## config.mk

```make
export PLATFORM = sky130hd
export DESIGN_NAME = am_envelope_rx
export DESIGN_NICKNAME = d
export VERILOG_FILES = /design/src/rtl/am_rx_pkg.sv /design/src/rtl/am_rx_intdump.sv /design/src/rtl/am_envelope_rx.sv
export SDC_FILE = /design/constraint.sdc
export NUM_CORES = 1
export LEC_CHECK = 0
export CAP_MARGIN = 20
export CELL_PAD_IN_SITES_DETAIL_PLACEMENT = 0
export CELL_PAD_IN_SITES_GLOBAL_PLACEMENT = 1
export CORE_MARGIN = 8
export CORE_UTILIZATION = 45
export DETAILED_ROUTE_END_ITERATION = 10
export HOLD_SLACK_MARGIN = 0.15
export PLACE_DENSITY_LB_ADDON = 0.08
export REMOVE_ABC_BUFFERS = 1
export SYNTH_ARGS = -nofsm -noshare
export SYNTH_HDL_FRONTEND = slang
export SYNTH_SLANG_ARGS = --single-unit
```

## constraint.sdc

```tcl
create_clock -name clk_in -period 6.8 [get_ports clk_in]
set_input_delay 1.02 -clock clk_in [delete_from_list [all_inputs] [get_ports clk_in]]
set_output_delay 1.02 -clock clk_in [all_outputs]
set_load 0.005 [all_outputs]
```

## src/rtl/am_rx_pkg.sv

```systemverilog
// Shared widths, lock-state encoding and saturation helper for the
// non-coherent AM envelope receiver.
package am_rx_pkg;

    localparam int ENV_W = 15;
    localparam int AM_W  = 16;

    typedef enum logic {
        SEARCH = 1'b0,
        LOCKED = 1'b1
    } lock_state_t;

    // Clamp a signed AM_W value into the signed n-bit range; result stays AM_W wide.
    function automatic logic signed [AM_W-1:0] sat_sN(input logic signed [AM_W-1:0] x,
                                                      input int n);
        int hi;
        int lo;
        int xi;
        hi = (1 << (n - 1)) - 1;
        lo = -hi - 1;
        xi = int'(x);
        if (xi > hi)
            xi = hi;
        else if (xi < lo)
            xi = lo;
        return $signed(AM_W'(xi));
    endfunction

endpackage

```

## src/rtl/am_rx_intdump.sv

```systemverilog
// Integrate-and-dump decimator: sums 2^DEC_LOG2 rectified samples and
// emits their mean with a one-cycle valid strobe.
module am_rx_intdump
    import am_rx_pkg::*;
#(
    parameter int DEC_LOG2 = 4
) (
    input  logic             clk,
    input  logic             rst,
    input  logic [ENV_W-1:0] sample,
    input  logic             sample_vld,
    output logic [ENV_W-1:0] mean,
    output logic             mean_vld
);

    localparam int ACC_W = ENV_W + DEC_LOG2;

    logic [ACC_W-1:0]    acc_p1;
    logic [DEC_LOG2-1:0] cnt_p1;
    logic [ACC_W-1:0]    sum;

    // Wide enough for a full block of full-scale samples, so no overflow.
    assign sum = acc_p1 + ACC_W'(sample);

    always_ff @(posedge clk or posedge rst) begin
        if (rst) begin
            acc_p1   <= '0;
            cnt_p1   <= '0;
            mean     <= '0;
            mean_vld <= 1'b0;
        end else begin
            mean_vld <= 1'b0;
            if (sample_vld) begin
                cnt_p1 <= cnt_p1 + 1'b1;
                if (&cnt_p1) begin
                    mean     <= sum[ACC_W-1:DEC_LOG2];
                    mean_vld <= 1'b1;
                    acc_p1   <= '0;
                end else begin
                    acc_p1 <= sum;
                end
            end
        end
    end

endmodule

```

## src/rtl/am_envelope_rx.sv

```systemverilog
// Non-coherent AM envelope receiver: rectify, integrate-and-dump, optional DC
// removal (AM_RX_DCBLOCK_EN), lock FSM reporting carrier presence.
module am_envelope_rx
    import am_rx_pkg::*;
#(
    parameter int DEC_LOG2 = 4,
    parameter int OUT_W    = 9,
    parameter int DC_SHIFT = 6,
    parameter int LOCK_THR = 512,
    parameter int LOCK_N   = 8
) (
    input  logic                    clk_in,
    input  logic                    rst,
    input  logic signed [AM_W-1:0]  modulate,
    input  logic                    mod_valid,
    output logic signed [OUT_W-1:0] jidai_out,
    output logic                    jidai_valid,
    output logic [ENV_W-1:0]        envelope,
    output logic                    carrier_ok
);

    localparam int CNT_W = $clog2(LOCK_N + 1);

    // -32768 has no positive counterpart and is clamped to full scale.
    function automatic logic [ENV_W-1:0] rectify(input logic signed [AM_W-1:0] x);
        logic [AM_W-1:0] mag;
        mag = x;
        if (x[AM_W-1])
            mag = ~mag + 1'b1;
        return mag[AM_W-1] ? {ENV_W{1'b1}} : mag[ENV_W-1:0];
    endfunction

    logic [ENV_W-1:0] rect_p0;
    logic             vld_p0;
    logic [ENV_W-1:0] env_p1;
    logic             vld_p1;
    logic [ENV_W-1:0] env_p2;
    logic             vld_p2;

    lock_state_t      state, state_nxt;
    logic [CNT_W-1:0] cnt, cnt_nxt;
    logic             qual;

    // Stage 0: rectifier
    always_ff @(posedge clk_in or posedge rst) begin
        if (rst) begin
            rect_p0 <= '0;
            vld_p0  <= 1'b0;
        end else begin
            vld_p0 <= mod_valid;
            if (mod_valid)
                rect_p0 <= rectify(modulate);
        end
    end

    // Stage 1: block integration and dump
    am_rx_intdump #(
        .DEC_LOG2 (DEC_LOG2)
    ) u_intdump (
        .clk        (clk_in),
        .rst        (rst),
        .sample     (rect_p0),
        .sample_vld (vld_p0),
        .mean       (env_p1),
        .mean_vld   (vld_p1)
    );

    // Stage 2: envelope register and DC tracker
    always_ff @(posedge clk_in or posedge rst) begin
        if (rst) begin
            env_p2 <= '0;
            vld_p2 <= 1'b0;
        end else begin
            vld_p2 <= vld_p1;
            if (vld_p1)
                env_p2 <= env_p1;
        end
    end

`ifdef AM_RX_DCBLOCK_EN
    localparam int DCA_W = ENV_W + DC_SHIFT;

    logic [DCA_W-1:0]       dc_acc;
    logic [ENV_W-1:0]       dc;
    logic signed [AM_W-1:0] ac_p2;

    // Leaky mean: dc_acc settles at 2^DC_SHIFT times the long-run envelope.
    assign dc = dc_acc[DCA_W-1:DC_SHIFT];

    always_ff @(posedge clk_in or posedge rst) begin
        if (rst) begin
            dc_acc <= '0;
            ac_p2  <= '0;
        end else if (vld_p1) begin
            ac_p2  <= $signed({1'b0, env_p1}) - $signed({1'b0, dc});
            dc_acc <= dc_acc + DCA_W'(env_p1) - DCA_W'(dc);
        end
    end
`endif

    // Stage 3: output registers
    always_ff @(posedge clk_in or posedge rst) begin
        if (rst) begin
            jidai_valid <= 1'b0;
            envelope    <= '0;
            jidai_out   <= '0;
        end else begin
            jidai_valid <= vld_p2;
            if (vld_p2) begin
                envelope <= env_p2;
`ifdef AM_RX_DCBLOCK_EN
                jidai_out <= OUT_W'(sat_sN(ac_p2 >>> (AM_W - OUT_W), OUT_W));
`else
                jidai_out <= {1'b0, env_p2[ENV_W-1:AM_W-OUT_W]};
`endif
            end
        end
    end

    always_ff @(posedge clk_in or posedge rst) begin
        if (rst) begin
            state <= SEARCH;
            cnt   <= '0;
        end else begin
            state <= state_nxt;
            cnt   <= cnt_nxt;
        end
    end

    // The counter tracks envelopes that argue for leaving the current state.
    always_comb begin
        state_nxt = state;
        cnt_nxt   = cnt;
        qual      = 1'b0;
        if (vld_p2) begin
            if (state == SEARCH)
                qual = (env_p2 >= ENV_W'(LOCK_THR));
            else
                qual = (env_p2 < ENV_W'(LOCK_THR));
            if (qual) begin
                if (cnt == CNT_W'(LOCK_N - 1)) begin
                    state_nxt = (state == SEARCH) ? LOCKED : SEARCH;
                    cnt_nxt   = '0;
                end else begin
                    cnt_nxt = cnt + 1'b1;
                end
            end else begin
                cnt_nxt = '0;
            end
        end
    end

    assign carrier_ok = (state == LOCKED);

endmodule

```

==> summary.txt, run 1 <==
Global routing
  • Largest net degree at the start of global routing: between 50 and 60
  • Grt total ovfl: 0
  • Total GRT Usage: 0.1401
  • Initial antenna violation count: 0
  • First-pass GRT wire length: 16170 um
  • Vias in the first global route: 3317

Final layout
  • Area grow syn2layout: 13.29%
  • Nets@finish: a little over 500
  • Number of fill cells: slightly below 1000
  • # diodes: 0
  • Post-layout util: 0.5201
  • Ratio of cells with drive above 1 in the final layout: 0.1079

STA
  • Final worst-path cycle share: 0.4984
  • Worst-Margin Slew: about 1000 ps
  • Fmax: just under 300 MHz
  • Tmin final: around 3400 ps
  • Slew Limit Headroom: 0.3200
  • Max-slew violations: 0
  • Hold slack final: between 400 and 500 ps
  • Setup ws final: between 3000 and 4000 ps
  • Total negative slack: 0 ps
  • Setup-failing EPs final: 0
  • Unrepaired setup endpoints after global routing: no
  • Clock skew: ~13 ps
  • Final Hold Vio Count: 0

Power
  • Internal Dissipation: roughly 1.3 mW
  • Power Density: roughly 400 nW/um^2
  • Static Leak: about 2.3 nW
  • Clock power frac: 0.160
  • Total power: about 2.1 mW
  • Net Sw Frac: 0.3781
  • Comb power frac: 0.433
  • Sequential power share: 0.407
  • Sw power: just over 800 uW
  • Worst ir drop on vdd: 0.1251 mV

Logic synthesis
  • Cell taking the most area after synthesis: dfrtp_1
  • Synth top area share: 0.4901
  • Synth area leaders: dfrtp_1 49%, mux2_2 7.4%, ha_1 4.8%
  • Asr flop ratio synth: 1.000
  • Post-synth EDFFs: 0
  • Count of unique library cells instantiated by Yosys: 43
  • Post-Syn Instances: around 460
  • Syn avg cell area: 10.32 sq um
  • Post-Syn Area: approximately 4700 sq um
  • Synth warn: 0
  • Register area share after synthesis: 0.4901
  • Yosys reg bits: 92
  • Synth Flop Type: dfrtp_1
  • Post-synth top cells: 92 x dfrtp_1, 42 x nand2_1, 36 x a21oi_1
  • Cell with the most instances after synthesis: dfrtp_1

Route
  • Post-DR wirelength/cell: roughly 15 um
  • DRC viols: 0
  • Initial DRC count: 202
  • 1st-pass router iterations: 4
  • Vias per inst: 5.366
  • Via count: roughly 3300
  • Routed Antenna Nets: 0
  • Drt total wl: ~9200 um

Placed design
  • RePlAce Congestion: roughly 0.85
  • Place WS: 3018 ps
  • DP HPWL: just under 7000 um
  • Buffers added on ports: 43

Setup path
  • Startpoint types: primary input
  • Slowest CP cell: nor4b_4
  • Worst-path cell chain: clkdlybuf4s50_1 > or4_4 > or3_4 > or3_4 > nor4b_4 > nor2_1 > a21oi_1
  • CP Class: in2reg
  • CP Data Required Time: around 7100 ps
  • Slowest stage delay, CP: 640 ps
  • Critical Path Most Common Cell: or3_4
  • Crit-path max FO: 14
  • Top Family by Delay on Critical Path: simple AND/OR/NAND/NOR gates
  • Crit path DAT: roughly 3700 ps
  • Worst setup path startpoint: modulate[7]
  • CP endpoint kind: flop
  • Worst R2R Start: rect_p0[4]
  • Bufs and invs on worst path: 1

Clock network
  • CTS Buf Count: 9
  • Postcts setup bufs: 0
  • Num Clock Sinks: between 90 and 100
  • CTS tree: yes
  • Clk buf depth: 2
  • Clock-pin slew on the worst setup and hold paths: approximately 80 ps
  • Root Driver: clkbuf_8
  • # resized after CTS: 0
  • H-tree depth: 3
  • Clock Latency Late Sink: 360 ps
  • Hold Buf Count CTS: 0

Job
  • MaxCap Viol Count: 0

Run status
  • Status: completed

Floorplanning
  • Chip width: approximately 120 um
  • Die height: between 100 and 150 um
  • Core area: ~10000 sq um
  • Die area: between 10000 and 15000 sq um
  • Initial Util: 0.4591
  • FP Rows: 37
  • # IOs: 45

Min path
  • Worst hold path type: reg2reg
  • Hold_sp: u_intdump.mean[14]
-- cell type report --
cell class,instances,area [sq um],area share
multi-input cells,321,2196,0.4127
flip-flops and latches,92,2302,0.4326
repair buffers,44,437.9,0.08229
well taps,136,170.2,0.03198
clock inverters,3,21.27,0.003997
inverters,10,38.79,0.007289
clock buffers,12,155.1,0.02916
-- worst min-delay path, stage by stage (launching register included) --
cell	delay, ps
dfrtp_1	340
nand2_1	40
o21ai_0	60
-- registers in the layout, summed over array words and instances, names as in the netlist --
register,count
jidai_valid,1
u_intdump.mean,15
carrier_ok,1
u_intdump.cnt_p1,4
envelope,15
rect_p0,15
u_intdump.mean_vld,1
vld_p2,1
cnt,4
u_intdump.acc_p1,19
vld_p0,1
env_p2,15
-- power by group through the flow --
stage | registers [mW] | clock network (mW) | logic (mW)
2_1_floorplan | 0.850 | 0 | 0.663
3_3_place_gp | 0.878 | 0 | 0.920
3_5_place_dp | 0.885 | 0 | 0.930
4_1_cts | 0.874 | 0.354 | 0.935
5_1_grt | 0.903 | 0.375 | 1.04
6_report | 0.870 | 0.343 | 0.926
-- cell families (layout without fill, tap and decap cells) --
family | after synthesis | count (layout) | share of synthesized area
and+or+nand+nor | 122 | 122 | 0.1257
adders and majority gates | 19 | 19 | 0.05221
buffers and inverters | 42 | 69 | 0.04235
muxes | 34 | 34 | 0.08071
DFF | 92 | 92 | 0.4901
other | 1 | 1 | 0.0007984
xor gates and xnor gates | 30 | 30 | 0.05594
AOI/OAI and AO/OA | 115 | 115 | 0.1521
-- cell usage in the layout (no fill, tap or decap), types with 2 or more instances in the layout --
| master | n |
|---|---|
| a21o_1 | 4 |
| a21oi_1 | 36 |
| a22o_1 | 5 |
| a311o_1 | 2 |
| a31oi_1 | 8 |
| and2_1 | 3 |
| and3_1 | 3 |
| clkbuf_8 | 11 |
| clkdlybuf4s50_1 | 43 |
| clkinv_2 | 2 |
| dfrtp_1 | 92 |
| ha_1 | 18 |
| inv_1 | 9 |
| mux2_2 | 31 |
| mux2i_1 | 3 |
| nand2_1 | 42 |
| nand2b_1 | 3 |
| nand3_1 | 12 |
| nand3b_1 | 2 |
| nand4_1 | 7 |
| nor2_1 | 35 |
| nor3_1 | 5 |
| o211ai_1 | 4 |
| o21ai_0 | 32 |
| o2bb2ai_1 | 11 |
| o31ai_1 | 5 |
| o41ai_1 | 3 |
| or3_4 | 2 |
| or4_1 | 3 |
| xnor2_1 | 23 |
| xor2_1 | 7 |
-- final timing paths --
| kind | cells past startpoint | slack (ps) | end |
|---|---|---|---|
| max in group asynchronous | 3 | 4650 | u_intdump.acc_p1[2] |
| min reg2reg | 2 | 480 | u_intdump.mean[14] |
| max reg2reg | 7 | 3970 | u_intdump.acc_p1[17] |
| max | 7 | 3410 | rect_p0[4] |
| min | 2 | 480 | u_intdump.mean[14] |
| min in group asynchronous | 2 | 1040 | vld_p2 |
-- layer usage --
layer | share of wire | up-vias | global-route usage
met2 | 0.45 | 58 | 0.2202
met3 | 0.035 | 11 | 0.02761
met4 | 0.020 | 0 | 0.07206
met1 | 0.49 | 1573 | 0.1804
met5 | 0 | - | 0
li1 | - | 1674 | -
-- per-stage QoR --
| stage | cell area [sq um] | cells |
|---|---|---|
| after floorplan | 4536 | 423 |
| after global placement | 5145 | 603 |
| after detailed placement | 5145 | 603 |
| after CTS | 5321 | 618 |
| after global routing | 5321 | 618 |
| final | 5321 | 618 |
Power figures use the tool's default switching activity.
==> run 2, diff against run 1 <==
- CORE_UTILIZATION: 45 -> 41
- clock period: 6.8 -> 3.1 ns (I/O delays scaled with it)
==> run 2 against run 1 <==
Power is 140% higher. Utilization is 3.3 points lower. Sequential share of layout area is 1.5 points lower. Combinational power is 120% higher. Count of clock-buffer cells in the layout is 1 lower. Worst hold slack hardly changed. Global-route usage is 0.62 points lower. Non-clock buffer count is 6 higher. Clock power grew to 3.1 times the previous value. Critical path depth is 1 higher. Final cell count is 2.1% higher. Sequential cell count stayed put. Largest cell class unchanged. Largest power group unchanged.
==> summary.txt, run 2 (synthesized netlist as in run 1, its figures left out) <==
Power
  • Power Density: 914.9 nW/um^2 (was 401.9 nW/um^2)
  • Sw power: 1.798 mW (was 808.7 uW)
  • Clock power frac: 0.214 (was 0.160)
  • Worst ir drop on vdd: 0.3121 mV (was 0.1251 mV)
  • Internal Dissipation: 3.249 mW (was 1.330 mW)
  • Static Leak: 2.425 nW (was 2.339 nW)
  • Sequential power share: 0.380 (was 0.407)
  • Net Sw Frac: 0.3563 (was 0.3781)
  • Comb power frac: 0.406 (was 0.433)

STA
  • Clock skew: 6.487 ps (was 12.53 ps)
  • Final worst-path cycle share: 0.8444
  • Total negative slack: 0 ps (unchanged)
  • Setup-failing EPs final: 0 (unchanged)
  • Max-slew violations: 0 (unchanged)
  • Slew Limit Headroom: 0.4194 (was 0.3200)
  • Final Hold Vio Count: 0 (unchanged)
  • Tmin final: ~2600 ps
  • Worst-Margin Slew: 868.8 ps (was 1013 ps)
  • Unrepaired setup endpoints after global routing: no (unchanged)
  • Fmax: between 300 and 400 MHz

Clock network
  • Postcts setup bufs: 0 (unchanged)
  • Hold Buf Count CTS: 0 (unchanged)
  • Num Clock Sinks: 92 (unchanged)
  • H-tree depth: 3 (unchanged)
  • Clock Latency Late Sink: 330 ps (was 360 ps)
  • Clk buf depth: 2 (unchanged)
  • Clock-pin slew on the worst setup and hold paths: 60 ps (was 80 ps)
  • Root Driver: clkbuf_16 (was clkbuf_8)
  • CTS Buf Count: 9 (unchanged)
  • # resized after CTS: 0 (unchanged)
  • CTS tree: yes (unchanged)

Floorplanning
  • Die height: 123.0 um (was 118.2 um)
  • Die area: 15140 sq um (was 13960 sq um)
  • # IOs: 45 (unchanged)
  • Core area: 11320 sq um (was 10230 sq um)
  • FP Rows: 39 (was 37)
  • Chip width: 123.0 um (was 118.2 um)
  • Initial Util: 0.4149 (was 0.4591)

Placed design
  • Buffers added on ports: 43 (unchanged)
  • RePlAce Congestion: 0.8644 (was 0.8524)
  • Placed Cells: 616 (was 603)
  • DP HPWL: 6993 um (was 6769 um)

Route
  • 1st-pass router iterations: 4 (unchanged)
  • Routed Antenna Nets: 0 (unchanged)
  • Via count: 3375 (was 3316)
  • Initial DRC count: 212 (was 202)
  • Vias per inst: 5.349 (was 5.366)
  • DRC viols: 0 (unchanged)
  • Post-DR wirelength/cell: 14.87 um (was 14.92 um)
  • Drt total wl: 9383 um (was 9219 um)

Global routing
  • Grt total ovfl: 0 (unchanged)
  • Total GRT Usage: 0.1339 (was 0.1401)
  • Initial antenna violation count: 0 (unchanged)
  • Largest net degree at the start of global routing: 65 (was 56)
  • Vias in the first global route: 3407 (was 3317)
  • First-pass GRT wire length: 16190 um (was 16170 um)

Final layout
  • Largest Register: u_intdump.acc_p1 (unchanged)
  • Largest register FFs: 19 (unchanged)
  • Most frequent cells in the layout: 92 x dfrtp_1, 43 x clkdlybuf4s50_1, 42 x nand2_1 (unchanged)
  • Commonest non-fill, non-tap cell in the layout: dfrtp_1 (unchanged)
  • # diodes: 0 (unchanged)
  • Area grow syn2layout: 17.45% (was 13.29%)
  • Nets@finish: 522 (was 516)
  • Final non-filler cell total: 631 (was 618)
  • Number of fill cells: 1080 (was 985)
  • Ratio of cells with drive above 1 in the final layout: 0.1189 (was 0.1079)

Setup path
  • Crit-path max FO: 14 (unchanged)
  • Reg2Reg Depth: 8 (was 7)
  • Worst R2R Start: rect_p0[0] (was rect_p0[4])
  • Crit path DAT: 2870 ps (was 3660 ps)
  • Startpoint types: primary input (unchanged)
  • CP Class: in2reg (unchanged)
  • CP Data Required Time: 3350 ps (was 7070 ps)
  • CP endpoint kind: flop (unchanged)
  • Worst setup path startpoint: modulate[7] (unchanged)

Job
  • MaxCap Viol Count: 0 (unchanged)

Run status
  • Status: completed (unchanged)

Min path
  • Worst hold path type: in2async (was reg2reg)
run 2: cell types whose count changed in the layout (fill, tap and decap cells not counted), sizes merged:
| cell | before | now |
|---|---|---|
| buf | 1 | 7 |
| bufinv | 0 | 1 |
| clkbuf | 12 | 11 |
| clkinvlp | 1 | 2 |
| inv | 10 | 9 |
run 2: worst max-delay path: stages:
cell	delay, ps
clkdlybuf4s50_1	480
or4_4	550
or3_4	350
or3_4	360
nor4b_4	310
buf_12	170
nor2_1	50
a21oi_1	140
run 2: cell type report:
type	instances	area, sq um	share of cell area
well taps	143	178.9	0.03243
clock buffers	11	242.7	0.04400
repair buffers	50	508.0	0.09208
inverters	10	38.79	0.007031
clock inverters	4	50.05	0.009072
flip-flops and latches	92	2302	0.4173
multi-input cells	321	2196	0.3981
run 2: worst paths after layout:
path                                 endpoint  slack (ps)
setup / recovery                   rect_p0[4]         480
setup reg to reg            u_intdump.mean[8]         520
hold / removal                    envelope[8]         480
max in group asynchronous  u_intdump.mean[13]        1910
hold reg to reg            u_intdump.mean[11]         480
min in group clk_in        u_intdump.mean[11]         480
run 2: per-layer routing:
metal | wire length [um] | share of wire | track usage | up-vias
met5 | 0 | 0 | 0 | -
met4 | 125 | 0.013 | 0.05719 | 0
met3 | 435 | 0.046 | 0.02877 | 9
met2 | 4217 | 0.45 | 0.2168 | 69
met1 | 4604 | 0.49 | 0.1704 | 1610
li1 | - | - | - | 1687
run 2: through the flow:
stage                     power (mW)  instance area (sq um)  setup slack [ps]  hold WS, ps    util
after floorplan                3.318                   4536             243.0        444.4       -
after global placement         3.957                   5224             194.3        462.2  0.4614
after detailed placement       3.999                   5224             139.4        466.2  0.4614
after CTS                      5.104                   5517             490.8        481.1  0.4873
after global routing           5.434                   5517             405.5        513.1  0.4873
final                          5.047                   5517             482.5        478.7  0.4873
run 2: power groups by stage:
stage	sequential, mW	combinational (mW)	clock (mW)
6_report	1.92	2.05	1.08
4_1_cts	1.92	2.07	1.11
5_1_grt	1.99	2.29	1.15
3_3_place_gp	1.93	2.03	0
2_1_floorplan	1.86	1.45	0
3_5_place_dp	1.94	2.05	0
